## config.mk

```make
export PLATFORM = sky130hd
export DESIGN_NAME = pc_stack_unit
export DESIGN_NICKNAME = d
export VERILOG_FILES = /design/src/rtl/cpu_pkg.sv /design/src/rtl/lifo_stack.sv /design/src/rtl/pc_stack_unit.sv
export SDC_FILE = /design/constraint.sdc
export NUM_CORES = 1
export LEC_CHECK = 0
export BUFFER_PORTS_ARGS = -buffer_cell sky130_fd_sc_hd__buf_4
export CAP_MARGIN = 20
export CORE_ASPECT_RATIO = 0.6
export CORE_MARGIN = 2
export CORE_UTILIZATION = 49
export CTS_CLUSTER_DIAMETER = 80
export DETAILED_ROUTE_END_ITERATION = 16
export PLACE_DENSITY_LB_ADDON = 0.12
export RECOVER_POWER = 50
export SETUP_SLACK_MARGIN = 0.4
export SLEW_MARGIN = 20
export SYNTH_ARGS = -nofsm -noshare
export SYNTH_HDL_FRONTEND = slang
export SYNTH_SLANG_ARGS = --single-unit
```

## constraint.sdc

```tcl
create_clock -name clk -period 2.8 [get_ports clk]
set_clock_uncertainty 0.15 [all_clocks]
set_input_delay 0.14 -clock clk [delete_from_list [all_inputs] [get_ports clk]]
set_output_delay 0.14 -clock clk [all_outputs]
set_load 0.1 [all_outputs]
```

## src/rtl/cpu_pkg.sv

```systemverilog
// Shared CPU definitions: control-word bit positions, default bus width and
// the resolved per-cycle action of the program counter / stack unit.
package cpu_pkg;

    localparam int unsigned ADDR_W_DEFAULT = 4;

    localparam int unsigned CW_CP = 14;
    localparam int unsigned CW_EP = 13;
    localparam int unsigned CW_LP = 12;
    // CALL/RET live in the extended control word
    localparam int unsigned CW_CALL = 1;
    localparam int unsigned CW_RET  = 0;

    typedef enum logic [2:0] {
        ACT_NONE,
        ACT_INC,
        ACT_LOAD,
        ACT_CALL,
        ACT_RET
    } act_e;

endpackage

```

## src/rtl/lifo_stack.sv

```systemverilog
// Return-address LIFO: registered storage with an occupancy counter.
// Push into a full stack or pop from an empty one is ignored; pop wins over push.
module lifo_stack
    import cpu_pkg::*;
#(
    parameter int unsigned WIDTH = ADDR_W_DEFAULT,
    parameter int unsigned DEPTH = 4
) (
    input  logic             clk,
    input  logic             rst,
    input  logic             push,
    input  logic             pop,
    input  logic [WIDTH-1:0] din,
    output logic [WIDTH-1:0] dout,
    output logic             full,
    output logic             empty
);

    localparam int unsigned IDX_W = $clog2(DEPTH);
    localparam int unsigned CNT_W = IDX_W + 1;

    logic [CNT_W-1:0] cnt_q, cnt_d;
    logic [WIDTH-1:0] mem_q [DEPTH];
    logic [WIDTH-1:0] mem_d [DEPTH];
    logic             do_push, do_pop;

    assign full    = (cnt_q == CNT_W'(DEPTH));
    assign empty   = (cnt_q == '0);
    assign do_pop  = pop & ~empty;
    assign do_push = push & ~pop & ~full;
    assign dout    = mem_q[IDX_W'(cnt_q - CNT_W'(1))];

    always_comb begin
        mem_d = mem_q;
        cnt_d = cnt_q;
        if (do_pop) begin
            cnt_d = cnt_q - CNT_W'(1);
        end else if (do_push) begin
            mem_d[IDX_W'(cnt_q)] = din;
            cnt_d                = cnt_q + CNT_W'(1);
        end
    end

    always_ff @(posedge clk) begin
        if (rst) begin
            cnt_q <= '0;
        end else begin
            cnt_q <= cnt_d;
        end
    end

    // Entry contents need no reset; the counter alone defines validity.
    always_ff @(posedge clk) begin
        mem_q <= mem_d;
    end

endmodule

```

## src/rtl/pc_stack_unit.sv

```systemverilog
// Program counter with increment/load/bus-drive plus a return-address stack
// for CALL/RET, reporting stack status and sticky overflow/underflow flags.
module pc_stack_unit
    import cpu_pkg::*;
#(
    parameter int unsigned ADDR_W      = ADDR_W_DEFAULT,
    parameter int unsigned STACK_DEPTH = 4
) (
    input  logic              clk,
    input  logic              rst,
    input  logic [ADDR_W-1:0] bits_in,
    input  logic              cp,
    input  logic              ep,
    input  logic              lp,
    input  logic              call,
    input  logic              ret,
    input  logic              err_clr,
    output logic [ADDR_W-1:0] bits_out,
    output logic [ADDR_W-1:0] pc,
    output logic              stack_empty,
    output logic              stack_full,
    output logic              ovf_err,
    output logic              unf_err
);

    act_e              act;
    logic [ADDR_W-1:0] pc_q, pc_d;
    logic              ovf_q, ovf_d;
    logic              unf_q, unf_d;
    logic [ADDR_W-1:0] stk_dout;
    logic              stk_push, stk_pop;
    logic              ovf_set, unf_set;

    always_comb begin
        if (ret) begin
            act = ACT_RET;
        end else if (call) begin
            act = ACT_CALL;
        end else if (lp) begin
            act = ACT_LOAD;
        end else if (cp) begin
            act = ACT_INC;
        end else begin
            act = ACT_NONE;
        end
    end

    assign stk_push = (act == ACT_CALL);
    assign stk_pop  = (act == ACT_RET);
    assign ovf_set  = (act == ACT_CALL) & stack_full;
    assign unf_set  = (act == ACT_RET) & stack_empty;

    lifo_stack #(
        .WIDTH (ADDR_W),
        .DEPTH (STACK_DEPTH)
    ) u_stack (
        .clk   (clk),
        .rst   (rst),
        .push  (stk_push),
        .pop   (stk_pop),
        .din   (pc_q),
        .dout  (stk_dout),
        .full  (stack_full),
        .empty (stack_empty)
    );

    always_comb begin
        pc_d = pc_q;
        unique case (act)
            ACT_INC:  pc_d = pc_q + ADDR_W'(1);
            ACT_LOAD: pc_d = bits_in;
            ACT_CALL: if (!stack_full) pc_d = bits_in;
            ACT_RET:  if (!stack_empty) pc_d = stk_dout;
            default:  pc_d = pc_q;
        endcase
        // A coinciding error event beats the clear.
        ovf_d = (ovf_q & ~err_clr) | ovf_set;
        unf_d = (unf_q & ~err_clr) | unf_set;
    end

    always_ff @(posedge clk) begin
        if (rst) begin
            pc_q  <= '0;
            ovf_q <= 1'b0;
            unf_q <= 1'b0;
        end else begin
            pc_q  <= pc_d;
            ovf_q <= ovf_d;
            unf_q <= unf_d;
        end
    end

    assign pc       = pc_q;
    assign bits_out = ep ? pc_q : '0;
    assign ovf_err  = ovf_q;
    assign unf_err  = unf_q;

endmodule

```

==> summary.md <==
| Metric | Value |
|---|---|
| Status | finished clean |
| Port Buffers | 23 |
| Vias in the first global route | a little over 800 |
| Critical path's slowest cell | dfxtp_1 |
| Final WL | approximately 2.4 mm |
| Crit path kind | register to register |
| Ys flop type | edfxtp_1 |
| FFs w/ async S/R, synth | 0 |
| Largest stage delay on the critical path | 0.55 ns |
| Area leader, netlist | edfxtp_1 |
| GPL Wtd Cong | a little over 0.8 |
| Final Max Tran Viols | 0 |
| Syn nets | roughly 120 |
| Endpoint class of the critical path | register |
| Crit-path cells | inv_1 > ha_1 > mux4_2 > a221oi_1 > nor3_1 |
| Netlist cell types | 39 |
| CTS tree | built |
| Crit path time final | ~2.2 ns |
| Grt ovf | 0 |
| Reg2reg path depth | 5 |
| Post-route ant nets | 0 |
| Crit path required time | approximately 2.8 ns |
| DRC viols | 0 |
| FP Rows | 14 |
| First-pass iteration count of the detailed router | 4 |
| Post-Synthesis Cells | 100 |
| RSZ-0062 raised after global routing | no |
| Core area | about 2500 µm² |
| Avg Inst Size Synth | 12.7 µm² |
| Final Setup Violations | 0 |
| Initial antenna violation count | 0 |
| First-pass GRT wire length | roughly 3.9 mm |
| YS warnings | 0 |
| R2R Path End | pc[2] |
| Detailed Place HPWL | ~1.8 mm |
| Slew HR | 0.226 |
| Drt wl/cell | approximately 15 µm |
| Crit path launch type | register |
| P_leak | 0.000580 µW |
| Filler cell count | approximately 210 |
| Die height | about 43 µm |
| Layout Nets | 145 |
| Max Cap Viol | 0 |
| HP Class | primary input to register |
| Clk buf depth | 2 |
| Worst Path Buf+Inv | 1 |
| WP data arrival | around 2.2 ns |
| Area contributors post-synth | edfxtp_1 38%, dfxtp_1 14%, ha_1 5.9% |
| Top-area cell type share of the netlist area | 0.378 |
| Share of cells above drive strength 1 | 0.206 |
| Top-count cell post-synth | edfxtp_1 |
| Vias per cell | about 5.3 |
| Root Buffer | clkbuf_8 |
| Least-Margin Pin Slew | 1.17 ns |
| N_diodes | 0 |
| Clock sink total | 25 |
| GRT Overall Usage | 0.172 |
| R2r startpoint | u_stack.cnt_q[0] |
| Register area share after synthesis | 0.520 |
| Synth top cells by count | 16 x edfxtp_1, 9 x dfxtp_1, 8 x inv_1 |
| CP Capture Point | pc[2] |
| Hold Fails Final Rpt | 0 |
| Clock transition at path regs | about 0.08 ns |
| Flop2flop setup slack | 0.63 ns |
| Post-synth EDFFs | 16 |
| Design Area, Final | 1500 µm² |
| Boundary Pins | 24 |
| Cts bufs inserted | 3 |
| Worst-Skew Late Latency | 0.26 ns |
| Tcrit/Tclk final | 0.775 |
| Cts repair resizes | 0 |
| Total stage count of the critical path | 5 |
| Area of the multi-input gates | roughly 560 µm² |
| Die outline area | just over 3000 µm² |
| Sequential Area | about 660 µm² |
| DR iter-0 viols | 64 |
| Maximum VDD drop | approximately 420 µV |
| Via count | around 840 |
| Crit Path Max Fanout | 9 |
| Post-DP Area | between 1000 and 1500 µm² |
| Die width | around 70 µm |
| Setup TNS | 0 ns |
| CP delay by family, top | flip-flops |
| P&R area growth vs syn | 17.7% |
| H-tree lvl count | 1 |
| Fmax achieved | between 400 and 500 MHz |
| PwrDens | 870 nW/µm² |
| HP Start | ret |
| Number of synthesized register bits | 25 |
| Setup bufs post-CTS | 0 |
| Largest net degree at the start of global routing | 16 |
| Mapped Area | roughly 1300 µm² |
| CP startpoint | u_stack.cnt_q[0] |
| Initial Util | 0.511 |
==> cell usage in the layout, fill, tap and decap left out, types with 2 or more instances in the layout <==
cell            n
a211o_1         2
a21oi_1         4
and2_1          5
and3_1          3
buf_4          14
clkbuf_1        9
clkbuf_8        3
dfxtp_1         9
dlygate4sd3_1   2
edfxtp_1       16
ha_1            6
inv_1           8
mux2i_1         2
mux4_1          2
mux4_2          2
nand2_1         2
nand2b_1        3
nand3_1         4
nor2_1          3
nor2b_1         2
nor3_1          2
o21ai_0         3
xnor2_1         2
==> kinds of logic after synthesis <==
group / after synthesis / share of synthesized area
simple gates: 31 / 0.144
flops: 25 / 0.520
compound gates: 19 / 0.130
buf+inv: 11 / 0.0413
mux: 6 / 0.0925
fa+ha+maj: 6 / 0.0591
xor+xnor: 2 / 0.0138
==> where the power goes <==
part	switching (µW)	internal, µW
combinational	417	161
clock	110	101
sequential	59.9	454
==> through the flow <==
step	setup slack, ns	hold slack, ns	power [µW]	utilization	cells
after floorplan	0.590	0.172	997	-	100
after global placement	0.759	0.243	1110	0.588	152
after detailed placement	0.637	0.247	1120	0.588	152
after CTS	0.611	0.0975	1330	0.615	158
after global routing	0.487	0.108	1370	0.602	158
final	0.631	0.104	1300	0.602	158
==> metal layers <==
| layer | up-vias | wire [µm] | part of all wire | global-route usage |
|---|---|---|---|---|
| met5 | - | 0 | 0 | 0 |
| met3 | 2 | 174 | 0.073 | 0.0628 |
| met2 | 23 | 1010 | 0.43 | 0.283 |
| met1 | 392 | 1180 | 0.50 | 0.228 |
| li1 | 424 | - | - | - |
| met4 | 0 | 10 | 0.0042 | 0.0346 |
==> repair_timing <==
action	4_1_cts	5_1_grt
hold buffers	2	0
hold endpoints to repair	6	0
endpoints found under the setup margin	0	0
==> worst reg2reg max path, cell delays in order (launching register included) <==
cell	delay, ns
dfxtp_1	0.55
inv_1	0.15
ha_1	0.44
mux4_2	0.35
a221oi_1	0.34
nor3_1	0.08
==> registers in the layout, summed over array words and instances, names as in the netlist <==
name / cells
u_stack.mem_q: 16
pc: 4
u_stack.cnt_q: 3
ovf_err: 1
unf_err: 1
==> area by class of cell <==
class / count / share of cell area
Clock buffer: 3 / 0.0276
Clock inverter: 1 / 0.00502
Inverter: 8 / 0.0201
Multi-Input combinational cell: 64 / 0.373
Sequential cell: 25 / 0.441
Tap cell: 32 / 0.0268
Timing Repair Buffer: 25 / 0.106
==> worst min path at each step <==
stage	to	slack [ns]	depth (start not counted)
after floorplan	ovf_err	0.17	2
after global placement	pc[3]	0.24	2
after detailed placement	pc[3]	0.25	2
after CTS	pc[3]	0.1	3
after global routing	pc[3]	0.11	3
final	pc[3]	0.10	3
Power figures use the tool's default switching activity.
